### src/rtl/mem_bus_arbiter.sv
// Purpose: shares one block-wide data memory between the icache (read port I)
//          and the dcache (read/write port D), serialising whole block transfers.
// Latency: one cycle IDLE->GRANT, then memory busy time + 1 to DONE; one idle
//          cycle between transfers. Busywait stalls each requester until its
//          DONE cycle.
// Option:  define ARB_ROUND_ROBIN_EN to alternate ownership on ties (default:
//          D always wins a tie).
module mem_bus_arbiter #(
    parameter int ADDR_W = 6,
    parameter int DATA_W = 32
) (
    input  logic              CLK,
    input  logic              RESET,
    // icache port (read only)
    input  logic              i_read,
    input  logic [ADDR_W-1:0] i_address,
    output logic [DATA_W-1:0] i_readdata,
    output logic              i_busywait,
    // dcache port (read / write-back)
    input  logic              d_read,
    input  logic              d_write,
    input  logic [ADDR_W-1:0] d_address,
    input  logic [DATA_W-1:0] d_writedata,
    output logic [DATA_W-1:0] d_readdata,
    output logic              d_busywait,
    // data memory side
    output logic              mem_read,
    output logic              mem_write,
    output logic [ADDR_W-1:0] mem_address,
    output logic [DATA_W-1:0] mem_writedata,
    input  logic [DATA_W-1:0] mem_readdata,
    input  logic              mem_busywait
);

    typedef enum logic [2:0] {
        IDLE    = 3'd0,
        GRANT_I = 3'd1,
        GRANT_D = 3'd2,
        DONE_I  = 3'd3,
        DONE_D  = 3'd4
    } state_t;

    typedef enum logic [1:0] {
        OWN_NONE = 2'd0,
        OWN_I    = 2'd1,
        OWN_D    = 2'd2
    } owner_t;

    state_t              state_q;
    owner_t              owner_q;
    logic                seen_busy_q;
    logic                mem_read_q;
    logic                mem_write_q;
    logic [ADDR_W-1:0]   mem_address_q;
    logic [DATA_W-1:0]   mem_writedata_q;
    logic [DATA_W-1:0]   i_readdata_q;
    logic [DATA_W-1:0]   d_readdata_q;

`ifdef ARB_ROUND_ROBIN_EN
    // 0 = I served last, 1 = D served last
    logic                last_owner_q;
`endif

    logic                i_req;
    logic                d_req;
    logic                pick_d;

    assign i_req = i_read;
    assign d_req = d_read | d_write;

    // Arbitration decision used only while IDLE: does D get the next grant?
    always_comb begin
        pick_d = 1'b0;
`ifdef ARB_ROUND_ROBIN_EN
        // On a tie the port that was not served last wins
        pick_d = d_req & (~i_req | ~last_owner_q);
`else
        pick_d = d_req;
`endif
    end

    // Arbiter FSM: latches the winner's command at grant, waits for the
    // memory busy pulse to complete, returns read data and releases.
    always_ff @(posedge CLK) begin
        if (RESET) begin
            state_q         <= IDLE;
            owner_q         <= OWN_NONE;
            seen_busy_q     <= 1'b0;
            mem_read_q      <= 1'b0;
            mem_write_q     <= 1'b0;
            mem_address_q   <= '0;
            mem_writedata_q <= '0;
            i_readdata_q    <= '0;
            d_readdata_q    <= '0;
`ifdef ARB_ROUND_ROBIN_EN
            last_owner_q    <= 1'b0;
`endif
        end else begin
            case (state_q)
                IDLE: begin
                    seen_busy_q <= 1'b0;
                    if (pick_d) begin
                        state_q       <= GRANT_D;
                        owner_q       <= OWN_D;
                        mem_address_q <= d_address;
                        // a simultaneous read+write is a write-back
                        mem_read_q    <= d_read & ~d_write;
                        mem_write_q   <= d_write;
                        if (d_write) begin
                            mem_writedata_q <= d_writedata;
                        end
                    end else if (i_req) begin
                        state_q       <= GRANT_I;
                        owner_q       <= OWN_I;
                        mem_address_q <= i_address;
                        mem_read_q    <= 1'b1;
                        mem_write_q   <= 1'b0;
                    end
                end

                GRANT_I, GRANT_D: begin
                    // Completion needs a busy pulse first, so a stale low
                    // busywait at grant time is not mistaken for done.
                    if (mem_busywait) begin
                        seen_busy_q <= 1'b1;
                    end else if (seen_busy_q) begin
                        seen_busy_q <= 1'b0;
                        mem_read_q  <= 1'b0;
                        mem_write_q <= 1'b0;
                        if (owner_q == OWN_I) begin
                            i_readdata_q <= mem_readdata;
                            state_q      <= DONE_I;
`ifdef ARB_ROUND_ROBIN_EN
                            last_owner_q <= 1'b0;
`endif
                        end else begin
                            if (mem_read_q) begin
                                d_readdata_q <= mem_readdata;
                            end
                            state_q      <= DONE_D;
`ifdef ARB_ROUND_ROBIN_EN
                            last_owner_q <= 1'b1;
`endif
                        end
                    end
                end

                DONE_I, DONE_D: begin
                    // single release cycle, then re-arbitrate from IDLE
                    state_q <= IDLE;
                    owner_q <= OWN_NONE;
                end

                default: begin
                    state_q <= IDLE;
                    owner_q <= OWN_NONE;
                end
            endcase
        end
    end

    assign mem_read      = mem_read_q;
    assign mem_write     = mem_write_q;
    assign mem_address   = mem_address_q;
    assign mem_writedata = mem_writedata_q;
    assign i_readdata    = i_readdata_q;
    assign d_readdata    = d_readdata_q;

    // Each requester is stalled except during its own DONE cycle
    assign i_busywait = i_req & (state_q != DONE_I);
    assign d_busywait = d_req & (state_q != DONE_D);

endmodule

### config.mk
export PLATFORM = sky130hd
export DESIGN_NAME = mem_bus_arbiter
export DESIGN_NICKNAME = d
export VERILOG_FILES = /design/src/rtl/mem_bus_arbiter.sv
export SDC_FILE = /design/constraint.sdc
export NUM_CORES = 1
export LEC_CHECK = 0
export ABC_AREA = 1
export BUFFER_PORTS_ARGS = -buffer_cell sky130_fd_sc_hd__buf_4
export CAP_MARGIN = 20
export CORE_UTILIZATION = 30
export CTS_BUF_LIST = sky130_fd_sc_hd__clkbuf_4 sky130_fd_sc_hd__clkbuf_8 sky130_fd_sc_hd__clkbuf_16
export DETAILED_ROUTE_END_ITERATION = 10
export SLEW_MARGIN = 20
export SYNTH_ARGS = -nofsm -noshare
export SYNTH_HDL_FRONTEND = slang
export SYNTH_SLANG_ARGS = --single-unit
### constraint.sdc
create_clock -name CLK -period 1.6 [get_ports CLK]
set_input_delay 0.32 -clock CLK [delete_from_list [all_inputs] [get_ports CLK]]
set_output_delay 0.32 -clock CLK [all_outputs]
set_load 0.01 [all_outputs]
Yosys cells after proc, flatten, opt, wreduce, memory -nomap -nowiden --
Index checks and enable logic that the tools add are counted.
Cells by class: reduce and logical (&&, ||, !) cells 11, bitwise operators 8, multiplexer cells 21, eq/ne operators 8
Operator list (count):
- $mux W3 | 5
- $mux W6 | 2
- $reduce_and A4 Y1 | 2
- $mux W1 | 7
- $ne A3 B3 Y1 const B | 2
- $pmux W1 S2 | 3
- $pmux W3 S2 | 1
- $reduce_and A3 Y1 | 2
- $reduce_and A5 Y1 | 1
- $mux W2 | 2
- $ne A2 B2 Y1 const B | 2
- $not A1 Y1 | 4
- $pmux W2 S2 | 1
- $reduce_and A2 Y1 | 2
- $reduce_bool A2 Y1 | 2
- $and A1 B1 Y1 | 3
- $eq A3 B1 Y1 const B | 1
- $eq A3 B2 Y1 const B | 1
- $logic_not A3 Y1 | 1
- $ne A3 B2 Y1 const B | 1
- $eq A2 B1 Y1 const B | 1
- $reduce_or A2 Y1 | 1
- $or A1 B1 Y1 | 1
Word-level totals: bits in registers 110, input bits 82

Depth between registers and ports, before layout --
Gate-level depths: netlist of run 1.
depth after elaboration 5, gate-level depth with buffers 9, gate-level depth less buffers 8

Worst setup path after synthesis of run 1 --
OpenSTA, ideal clock, no wires.
path type input to output, from in d_write, to out d_busywait, path slack 0.250 ns, data arrival time 1.030 ns, stages 6, data required time 1.280 ns, buffers on the path 2, path through buf_2 inv_2 nand2_1 buf_2 inv_2 a21oi_1
On the way: word-level cells in the longest chain between the ends 2
Ends and longest elaborated chain:
- from (decl) | line 21 | input logic d_write,
- $or A1 B1 Y1 | line 69 | assign d_req = d_read | d_write;
- $and A1 B1 Y1 | line 171 | assign d_busywait = d_req & (state_q != DONE_D);
- to (decl) | line 25 | output logic d_busywait,
Every way passes these cells.

Worst setup path in the final report of run 1 --
from reg state_q[1], to out i_busywait
On the way: word-level cells in the longest chain between the ends 2
Ends and longest elaborated chain:
- from (decl) | line 49 | state_t state_q;
- from (signal assigned) | line 86 | state_q <= IDLE;
- from (signal assigned) | line 103 | state_q <= GRANT_D;
- from (signal assigned) | line 113 | state_q <= GRANT_I;
- $ne A3 B2 Y1 | line 170 | assign i_busywait = i_req & (state_q != DONE_I);
- $and A1 B1 Y1 | line 170
- to (decl) | line 18 | output logic i_busywait,
Every way passes these cells.

==> results of run 1 <==
## metal layers
metal,share of wire (%),wire length (microns)
met1,44,5107
met4,1.4,165
met3,6.6,768
met5,0,0
met2,48,5546
## kinds of logic after synthesis
logic type	share of synthesized area, %
compound gates	14.79
buf+inv	5.734
flops	53.67
simple gates	25.80
## flip-flops by register name, summed over array words and instances, names as in the netlist
| signal | cells |
|---|---|
| seen_busy_q | 1 |
| owner_q | 2 |
| mem_write | 1 |
| i_readdata | 32 |
| mem_writedata | 32 |
| d_readdata | 32 |
| mem_read | 1 |
| state_q | 3 |
| mem_address | 6 |
## cell usage after synthesis
library cell  instances  area (sq um)
nor2_4                2         22.52
o21ai_2               1         8.760
dfxtp_1             110          2202
clkbuf_1             14         52.55
buf_2                10         50.05
clkbuf_2              2         10.01
nor2_1               72         270.3
inv_4                 1         6.260
o21ai_0              31         155.2
a21oi_1              71         355.3
o21ai_1               4         20.02
nand3_4               1         17.52
o211a_1               6         60.06
inv_1                 6         22.52
nand3_1              41         205.2
nor3_1                2         10.01
nand2_4               1         11.26
nand2_1             127         476.7
inv_2                 5         18.77
o21a_1                1         7.510
buf_4                10         75.07
nor2_8                1         20.02
nand2_2               4         25.02
## placed cells by master, fill, tap and decap left out
| cell type | synthesis | routed |
|---|---|---|
| nor2_1 | 72 | 72 |
| inv_1 | 6 | 6 |
| nor3_1 | 2 | 2 |
| nand2_2 | 4 | 4 |
| nor2_8 | 1 | 1 |
| nor2_4 | 2 | 2 |
| nand2_1 | 127 | 127 |
| o211a_1 | 6 | 6 |
| o21ai_0 | 31 | 30 |
| inv_2 | 5 | 4 |
| nand3_1 | 41 | 41 |
| o21ai_2 | 1 | 1 |
| inv_6 | 0 | 2 |
| buf_12 | 0 | 5 |
| a21oi_1 | 71 | 71 |
| o21ai_1 | 4 | 5 |
| bufinv_16 | 0 | 1 |
| nand2_4 | 1 | 1 |
| buf_4 | 10 | 192 |
| clkbuf_8 | 0 | 2 |
| o21a_1 | 1 | 1 |
| clkinvlp_4 | 0 | 2 |
| nand3_4 | 1 | 1 |
| dfxtp_1 | 110 | 110 |
| clkbuf_16 | 0 | 9 |
| inv_4 | 1 | 2 |
## worst paths after layout
check                      endpoint  cells past startpoint
setup / recovery         i_busywait                      3
hold / removal        d_readdata[7]                      3
setup reg to reg     i_readdata[20]                      7
hold reg to reg   mem_writedata[19]                      2
## power groups by stage
| stage | logic, mW | clock network (mW) | registers, mW |
|---|---|---|---|
| 5_1_grt | 2.44 | 2.53 | 3.29 |
| 3_3_place_gp | 2.19 | 0 | 3.30 |
| 6_report | 2.22 | 2.35 | 3.26 |
| 4_1_cts | 2.24 | 2.43 | 3.26 |
| 3_5_place_dp | 2.23 | 0 | 3.31 |
| 2_1_floorplan | 1.21 | 0 | 3.42 |
## critical path, cell delays in order, from the launching register on
cell     delay, ns
dfxtp_1       0.44
nand2_2       0.11
o21a_1        0.19
buf_4         0.14
## final cells by class
class                      count  area, sq um
tap                          176        220.2
timing repair buffer         197         1541
multi-input combinational    365         1665
inverter                      12        50.05
sequential                   110         2202
fill                        1310         7301
clock buffer                  11        252.7
clock inverter                 5        62.56
## stage by stage
stage | area (sq um) | power, mW
4_1_cts | 5992 | 7.922
6_report | 5995 | 7.823
3_5_place_dp | 5677 | 5.546
3_3_place_gp | 5677 | 5.494
2_1_floorplan | 4103 | 4.621
5_1_grt | 5995 | 8.268
==> summary.md, run 1 <==
| Metric | Value |
|---|---|
| Outcome | `complete, no violations` |
| Fmax | `649.4 MHz` |
| Nets | `about 800` |
| Max-Cap Viols | `0` |
| Register area share after synthesis | `around 54%` |
| Final Util | `45.09%` |
| Post-Layout Cell Count | `approximately 880` |
| HPWL after DPL | `about 8000 microns` |
| GRT overflow | `0` |
| # setup viols final | `0` |
| Hold_sp | `mem_readdata[7]` |
| Psw | `between 2 and 2.5 mW` |
| # rows | `42` |
| Detailed Routing Iterations Pass 1 | `4` |
| CTS Hold Buffers Added | `0` |
| Share of cells above drive strength 1 | `between 30% and 40%` |
| RSZ-0062 raised after global routing | `no` |
| Drt wl/cell | `between 10 and 15 microns` |
| First-pass GRT wire length | `18750 microns` |
| Final setup skew | `~0.0077 ns` |
| Remaining antenna violation count | `0` |
| # DRC | `0` |
| Sw Ratio | `a little under a third` |
| Pint | `5.349 mW` |
| Sequential power share | `between 40% and 50%` |
| Via Count | `4032` |
| Setup crit start | `state_q[1]` |
| Final hold vios | `0` |
| Die W | `approximately 120 microns` |
| Clock share of power | `30.0%` |
| Met2 Resource Use GR | `around 27%` |
| Core ar. | `13300 sq um` |
| Leak Pwr | `between 2 and 3 nW` |
| Fin crit share | `a little over nine tenths` |
| Syn Area/Cell | `between 7 and 8 sq um` |
| Met3 usage | `under 10%` |
| Pin count of the biggest net entering global routing | `70` |
| Ant diodes | `0` |
| Clk Latency, worst-skew pair | `0.36 ns` |
| Top Usage Layer GRT | `met2` |
| Post-Syn Area | `between 4000 and 5000 sq um` |
| Die height | `~120 microns` |
| DIE AREA | `14150 sq um` |
| Hold_ws | `0.2134 ns` |
| Vias per cell | `4.603` |
| Setup TNS | `0 ns` |
| Worst-margin pin slew | `0.3621 ns` |
| Comb power frac | `between 20% and 30%` |
| R2R Path Start | `state_q[1]` |
| Clock tree buffer depth | `2` |
| Worst-path fanout max | `4` |
| Global routing usage on met1 | `20.45%` |
| Initial antenna violation count | `0` |
| Buffers on Ports | `roughly 190` |
| Distinct cells, synth | `23` |
| Cts bufs inserted | `9` |
| CTS tree | `yes` |
| CP Class | `reg2out` |
| Yosys warns | `0` |
| Routability cong. | `between 0.8 and 0.9` |
| DP Worst Slack | `0.09487 ns` |
| Post-Route WL | `11590 microns` |
| Tmin final | `1.540 ns` |
| Clk sink count | `110` |
| Clock root cell | `clkbuf_16` |
| R2r setup slk | `0.12 ns` |
| IO Pins | `around 190` |
| Gate Count Post-Synth | `523` |
| Max_slew headroom | `around three quarters` |
| Pwr Density | `~1300 nW/um^2` |
| Tot GR Track Use | `between 10% and 20%` |
| Worst vdd ir | `~0.86 mV` |
| Vias in the first global route | `around 3800` |
| PostCTS Resize Cnt | `0` |
| Syn_nets | `around 610` |
| Initial Utilization | `a little under a third` |
| Layout area overhead | `46.11%` |
| Initial DRC count | `roughly 230` |
| Seq cells post-synth | `110` |
| Worst Hold Class | `in2reg` |
| DP Cell Count | `860` |
| Critical Path AT | `roughly 1.2 ns` |
| Critical path launch point type | `register` |
| Crit path required time | `approximately 1.3 ns` |
| Clock Pin Slew Worst Setup and Hold Paths | `~0.080 ns` |
| Fin. max-slew vios | `0` |
| Endpoint type of the worst setup path | `output pin` |
| H-tree Lvls | `3` |
| Post-CTS Setup Bufs | `0` |
| Final worst slack | `about 0.06 ns` |
No activity file was read; power rests on OpenSTA's default activity.
==> inputs of run 2 (changes only) <==
ABC_AREA = default   (was 1)
==> run 2 against run 1 <==
Compared with the run above:
- hold slack worse by 0.0049 ns
- via count down 0.35%
- critical path type is now reg2reg
- utilization up 0.70 points
- routed wire length up 1.0%
- critical endpoint is now mem_address[0]
- sequential share of layout area down 2.3 points
- clock skew up 0.0018 ns
- highest routed layer unchanged
- critical path depth up 2
- register-to-register slack worse by 0.02 ns
- area after synthesis up 5.4%
- clock power up 4%
- first-iteration DRC count down 15%
- sequential power down 2%
==> summary.md, run 2 <==
| Metric | Value |
|---|---|
| Outcome | `complete, no violations` |
| Nets | `773 (-0.51%)` |
| Clock tree buffer depth | `2 (unchanged)` |
| Vias per cell | `4.587 (-0.35%)` |
| DP Cell Count | `858 (-0.23%)` |
| Main combinational cell family by area after synthesis | `simple AND/OR/NAND/NOR gates` |
| Overall Power | `7.467 mW (-4.6%)` |
| Post-Route WL | `11710 microns (+1.0%)` |
| Final hold vios | `0 (unchanged)` |
| Most frequent cells after synthesis | `139 x nand2_1, 110 x dfxtp_1, 68 x a21oi_1` |
| Pint | `5.319 mW (-0.55%)` |
| Tot GR Track Use | `15.55% (-1.1 points)` |
| Top cells by area, synth | `dfxtp_1 51%, nand2_1 12%, nand2b_1 9.7%, a21oi_1 7.9%, mux2i_1 7.4%` |
| Gate Count Post-Synth | `507 (-3.1%)` |
| First-pass GRT wire length | `18240 microns (-2.7%)` |
| DP Worst Slack | `0.04889 ns (-0.04598 ns)` |
| Filler instances | `1385 (+5.7%)` |
| Most common cell after layout, fill and taps aside | `buf_4` |
| Routability cong. | `0.8265 (+1.8%)` |
| Worst-path cell with the longest stage delay | `or3_4` |
| Post-synth top area cell | `dfxtp_1` |
| CP Class | `reg2reg` |
| Layout area overhead | `48.08%` |
| Fmax | `667.2 MHz (+2.8%)` |
| Simple-gate share of the synthesized area | `25.20% (-0.61 points)` |
| Synth top area share | `50.91% (-2.8 points)` |
| Max_slew headroom | `78.16% (+2.3 points)` |
| Hold_ws | `0.2085 ns (-0.004901 ns)` |
| XOR/XNOR Fraction of Synth Area | `0.2025% (+0.20 points)` |
| # setup viols final | `0 (unchanged)` |
| Worst path max stage delay | `0.44 ns (about the same)` |
| Post-Layout Cell Count | `876 (unchanged)` |
| Fin. max-slew vios | `0 (unchanged)` |
| Syn_nets | `589 (-2.6%)` |
| Multi-input logic area | `1954 sq um (+17%)` |
| RSZ-0062 raised after global routing | `no` |
| Cell with the most instances after synthesis | `nand2_1` |
| Most frequent cells in the layout | `203 x buf_4, 139 x nand2_1, 108 x dfxtp_1` |
| Post-Syn Area | `4325 sq um (+5.4%)` |
| Leak Pwr | `2.880 nW (+10%)` |
| Pwr Density | `1166 nW/um^2 (-11%)` |
| Sw Ratio | `28.76% (-2.9 points)` |
| # DRC | `0 (unchanged)` |
| CTS Hold Buffers Added | `0 (unchanged)` |
| Cts bufs inserted | `9 (unchanged)` |
| Max-Cap Viols | `0 (unchanged)` |
| Setup TNS | `0 ns (unchanged)` |
| # rows | `43 (+2.4%)` |
| HPWL after DPL | `8343 microns (+4.4%)` |
| Final setup skew | `0.009493 ns (+0.001801 ns)` |
| IO Pins | `188 (unchanged)` |
| Synth Area in Compound Gates | `11.83% (-3.0 points)` |
| Via Count | `4018 (-0.35%)` |
| Psw | `2.148 mW (-13%)` |
| EDFF count, synth | `0 (unchanged)` |
| Initial DRC count | `192 (-15%)` |
| Placed Area | `6032 sq um (+6.3%)` |
| Buffers on Ports | `187 (unchanged)` |
| GRT overflow | `0 (unchanged)` |
| Worst-path fanout max | `7 (+3)` |
| Worst-margin pin slew | `0.3251 ns (-0.03699 ns)` |
| CP Cell Sequence | `or3_4, nor2_2, buf_4, nor2_1, a311oi_1` |
| Remaining antenna violation count | `0 (unchanged)` |
| Distinct cells, synth | `34 (+48%)` |
| Detailed Routing Iterations Pass 1 | `4 (unchanged)` |
| Initial Utilization | `30.92% (+0.063 points)` |
| Drt wl/cell | `13.37 microns (+1.0%)` |
| Register area share after synthesis | `50.91% (-2.8 points)` |
| Core ar. | `13990 sq um (+5.2%)` |
| Clock share of power | `32.9% (+2.9 points)` |
| Final Util | `45.79% (+0.70 points)` |
| Yosys warns | `0 (unchanged)` |
| Clk Latency, worst-skew pair | `0.35 ns (about the same)` |
| Clock Pin Slew Worst Setup and Hold Paths | `0.08 ns (about the same)` |
| Syn Area/Cell | `8.531 sq um (+8.8%)` |
| Die W | `122.1 microns (+2.6%)` |
| Pin count of the biggest net entering global routing | `65 (-7.1%)` |
| Vias in the first global route | `3832 (+0.71%)` |
| Critical Path AT | `1.75 ns (+0.53 ns)` |
| Worst Hold Class | `in2reg` |
| Worst vdd ir | `0.8108 mV (-5.7%)` |
| FF+latch area | `2205 sq um (+0.11%)` |
| Share of cells above drive strength 1 | `33.91% (+1.2 points)` |
| Comb power frac | `24.4% (-3.9 points)` |
| Ant diodes | `0 (unchanged)` |
| Critical path launch point type | `register` |
| Post-route cell area | `6405 sq um (+6.8%)` |
| Post-synthesis mux area share | `7.405% (+7.4 points)` |
| Clock root cell | `clkbuf_16` |
| DIE AREA | `14900 sq um (+5.3%)` |
| Crit path required time | `1.85 ns (+0.57 ns)` |
| Fin crit share | `93.67% (-2.6 points)` |
| Async set-reset flop share out of synthesis | `0% (unchanged)` |
| Final worst slack | `0.1013 ns (+0.04125 ns)` |
| Sequential power share | `42.7% (+1.1 points)` |
| Die height | `122.1 microns (+2.6%)` |
| Tmin final | `1.499 ns (-0.04125 ns)` |
| Adder-cell share of the synthesized area | `0% (unchanged)` |
| Endpoint type of the worst setup path | `register` |
| CTS tree | `yes` |
| H-tree Lvls | `3 (unchanged)` |
| Initial antenna violation count | `0 (unchanged)` |
| Synth Flop Type | `dfxtp_1` |
| Seq cells post-synth | `110 (unchanged)` |
| Clk sink count | `110 (unchanged)` |
-- run 2: cell types whose count changed after synthesis, moves of 4 or more --
cell	before	now
a311oi_1	0	7
buf_4	10	3
clkbuf_1	14	22
inv_1	6	1
inv_2	5	0
mux2i_1	0	32
nand2_1	127	139
nand2_2	4	0
nand2b_1	0	67
nand3_1	41	2
nor2_1	72	11
o211a_1	6	0
o21ai_0	31	8
o21ai_1	4	0
-- run 2: area by class of cell --
class | instances | share of cell area (%)
sequential | 110 | 34.42
multi-input combinational | 358 | 30.51
timing repair buffer | 211 | 26.37
clock buffer | 9 | 3.516
tap | 180 | 3.516
clock inverter | 7 | 1.602
inverter | 1 | 0.05861
-- run 2: layer usage --
| metal | up-vias | wire length, microns | global-route usage, % |
|---|---|---|---|
| li1 | 2023 | - | - |
| met1 | 1851 | 5073 | 18.12 |
| met2 | 133 | 5447 | 25.56 |
| met3 | 11 | 1068 | 7.022 |
| met4 | 0 | 119 | 4.421 |
| met5 | - | 0 | 0 |
-- run 2: kinds of logic after synthesis --
family | count (synthesis)
DFF | 110
muxes | 32
xor gates and xnor gates | 1
and+or+nand+nor | 233
buffers and inverters | 39
AOI/OAI and AO/OA | 92
-- run 2: critical path, delay by kind of cell (launching register included) --
kind / cells / cell delay [ns]
AOI/OAI and AO/OA: 1 / 0.25
DFF: 1 / 0.38
buffers and inverters: 1 / 0.15
and+or+nand+nor: 3 / 0.62
-- run 2: power groups by stage --
stage / clock [mW] / sequential, mW / combinational, mW
after floorplan: 0 / 3.32 / 0.836
after global placement: 0 / 3.23 / 1.80
after detailed placement: 0 / 3.24 / 1.83
after CTS: 2.54 / 3.19 / 1.83
after global routing: 2.64 / 3.23 / 2.01
final: 2.45 / 3.19 / 1.83
-- run 2: repair_timing --
item                       4_1_cts  5_1_grt
resized for setup                0        4
setup buffers                    0        1
setup endpoints to repair        0       34
-- run 2: path summary, 6_finish.rpt --
path	from	to	slack (ns)	cells after the start
setup / recovery	state_q[2]	mem_address[0]	0.10	5
hold / removal	d_writedata[12]	mem_writedata[12]	0.21	3
setup reg to reg	state_q[2]	mem_address[0]	0.10	5
hold reg to reg	mem_writedata[12]	mem_writedata[12]	0.45	2
==> inputs of run 3 (changes only) <==
PLACE_DENSITY_LB_ADDON = 0.15   (was default)
==> run 3 against run 2 <==
Compared with the run above:
- fmax decreased by 1.8%
- global-route usage up 0.56 points
- clock skew decreased by 0.0053 ns
- worst setup slack worse by 0.028 ns
- first-iteration DRC count decreased by 5.7%
- register-to-register slack got worse by 0.02 ns
- routed wire length rose by 4.0%
- utilization fell by 0.19 points
- sequential power is essentially flat
- cell count is the same
==> summary.md, run 3 (synthesis gave the netlist of run 2 again) <==
| Metric | Value |
|---|---|
| Fmax | `655.0 MHz (-1.8%)` |
| Worst vdd ir | `0.6583 mV (-19%)` |
| Critical path launch point type | `register` |
| CTS tree | `yes` |
| # DRC | `0 (unchanged)` |
| Comb power frac | `25.7% (+1.3 points)` |
| Most frequent cells in the layout | `205 x buf_4, 139 x nand2_1, 108 x dfxtp_1` |
| HPWL after DPL | `8614 microns (+3.2%)` |
| Leak Pwr | `2.873 nW (-0.23%)` |
| Die height | `122.1 microns (unchanged)` |
| Final hold vios | `0 (unchanged)` |
| CTS Hold Buffers Added | `0 (unchanged)` |
| Pin count of the biggest net entering global routing | `59 (-9.2%)` |
| Fin. max-slew vios | `0 (unchanged)` |
| DP Worst Slack | `0.03528 ns (-0.01361 ns)` |
| Initial Utilization | `30.92% (unchanged)` |
| DR top layer | `met4` |
| Clock Pin Slew Worst Setup and Hold Paths | `0.07 ns (about the same)` |
| Met1 WL | `5285 microns (+4.2%)` |
| Post-CTS Setup Bufs | `0 (unchanged)` |
| Worst-path fanout max | `4 (-3)` |
| Clk Latency, worst-skew pair | `0.35 ns (about the same)` |
| # setup viols final | `0 (unchanged)` |
| First-pass GRT wire length | `18820 microns (+3.2%)` |
| Nets | `774 (+0.13%)` |
| Tot GR Track Use | `16.11% (+0.56 points)` |
| Overall Power | `7.430 mW (-0.49%)` |
| Share of cells above drive strength 1 | `33.91% (unchanged)` |
| Drt wl/cell | `13.89 microns (+4.0%)` |
| R2R Path Start | `state_q[2]` |
| Routability cong. | `0.7534 (-8.8%)` |
| DIE AREA | `14900 sq um (unchanged)` |
| Final setup skew | `0.004159 ns (-0.005334 ns)` |
| Detailed Routing Iterations Pass 1 | `4 (unchanged)` |
| Vias in the first global route | `3754 (-2.0%)` |
| Initial DRC count | `181 (-5.7%)` |
| Cts bufs inserted | `9 (unchanged)` |
| Buffers on Ports | `187 (unchanged)` |
| Vias per cell | `4.608 (+0.47%)` |
| Post-Route WL | `12170 microns (+4.0%)` |
| # rows | `43 (unchanged)` |
| Core ar. | `13990 sq um (unchanged)` |
| Endpoint type of the worst setup path | `output pin` |
| Die W | `122.1 microns (unchanged)` |
| Met3 wire len | `865 microns (-19%)` |
| Pint | `5.313 mW (-0.11%)` |
| Initial antenna violation count | `0 (unchanged)` |
| Max_slew headroom | `79.58% (+1.4 points)` |
| Worst Reg-to-Reg Cells | `5 (unchanged)` |
| Worst Hold Class | `in2reg` |
| Remaining antenna violation count | `0 (unchanged)` |
| Worst-margin pin slew | `0.3040 ns (-0.02105 ns)` |
| Clock tree buffer depth | `2 (unchanged)` |
| Max-Cap Viols | `0 (unchanged)` |
| GRT overflow | `0 (unchanged)` |
| Via Count | `4037 (+0.47%)` |
| Clock share of power | `31.4% (-1.5 points)` |
| Clock root cell | `clkbuf_16` |
| Crit path required time | `1.28 ns (-0.57 ns)` |
| Worst setup endpoint | `i_busywait` |
| Sequential power share | `42.9% (+0.2 points)` |
| CP Class | `reg2out` |
| Final worst slack | `0.07337 ns (-0.02788 ns)` |
| Most common cell after layout, fill and taps aside | `buf_4` |
| H-tree Lvls | `3 (unchanged)` |
| R2r setup slk | `0.08 ns (-0.02 ns)` |
| Post-route cell area | `6379 sq um (-0.41%)` |
| Ant diodes | `0 (unchanged)` |
| Placed Area | `6055 sq um (+0.37%)` |
| Setup crit start | `state_q[1]` |
| Layout area overhead | `47.47%` |
| Wire length on met2 | `5911 microns (+8.5%)` |
| Fin crit share | `95.41% (+1.7 points)` |
| Final Util | `45.60% (-0.19 points)` |
| Psw | `2.117 mW (-1.4%)` |
| Outcome | `complete, no violations` |
| IO Pins | `188 (unchanged)` |
| Tmin final | `1.527 ns (+0.02788 ns)` |
| Sw Ratio | `28.49% (-0.27 points)` |
| Clk sink count | `110 (unchanged)` |
| Reg2reg end | `mem_address[5]` |
| Pwr Density | `1165 nW/um^2 (about the same)` |
| Critical Path AT | `1.21 ns (-0.54 ns)` |
-- run 3: power groups by stage --
stage | Clock [mW] | Sequential, mW | Combinational, mW
2_1_floorplan | 0 | 3.32 | 0.836
3_3_place_gp | 0 | 3.23 | 1.88
3_5_place_dp | 0 | 3.24 | 1.91
4_1_cts | 2.44 | 3.18 | 1.91
5_1_grt | 2.53 | 3.22 | 2.10
6_report | 2.33 | 3.19 | 1.91
-- run 3: worst min-delay path by stage --
| stage | end | from | depth (start not counted) |
|---|---|---|---|
| 2_1_floorplan | owner_q[1] | owner_q[1] | 2 |
| 3_3_place_gp | mem_writedata[5] | mem_writedata[5] | 2 |
| 3_5_place_dp | i_readdata[27] | i_readdata[27] | 2 |
| 4_1_cts | mem_writedata[24] | d_writedata[24] | 3 |
| 5_1_grt | mem_writedata[2] | d_writedata[2] | 3 |
| 6_report | mem_writedata[19] | d_writedata[19] | 3 |
-- run 3: stage by stage --
stage	instances	hold WS (ns)	TNS, ns
floorplan	507	0.4446	0
finish	876	0.2132	0
global route	876	0.2030	-0.01727
detailed placement	861	0.4494	0
CTS	876	0.1949	0
global placement	861	0.4424	0
-- run 3: critical path, cell delays in order, from the launching register on --
cell and delay [ns]:
dfxtp_2 0.37, buf_4 0.13, nand2_1 0.06, o21a_1 0.16
buf_4 0.14
-- run 3: layout make-up --
cell class | instances | area [sq um]
Sequential cell | 110 | 2207
Fill cell | 1395 | 7610
Tap cell | 180 | 225.2
Clock inverter | 3 | 42.54
Inverter | 1 | 3.754
Timing Repair Buffer | 212 | 1679
Clock buffer | 12 | 266.5
Multi-Input combinational cell | 358 | 1954
-- run 3: routing by layer --
layer	track usage, %	vias up
met4	3.659	0
met2	26.98	131
met1	19.73	1873
met5	0	-
met3	5.665	8
li1	-	2025
-- run 3: timing repair --
item / 4_1_cts / 5_1_grt
endpoints found under the setup margin: 1 / 6
resized for setup: 1 / 4
gates cloned: 0 / 0
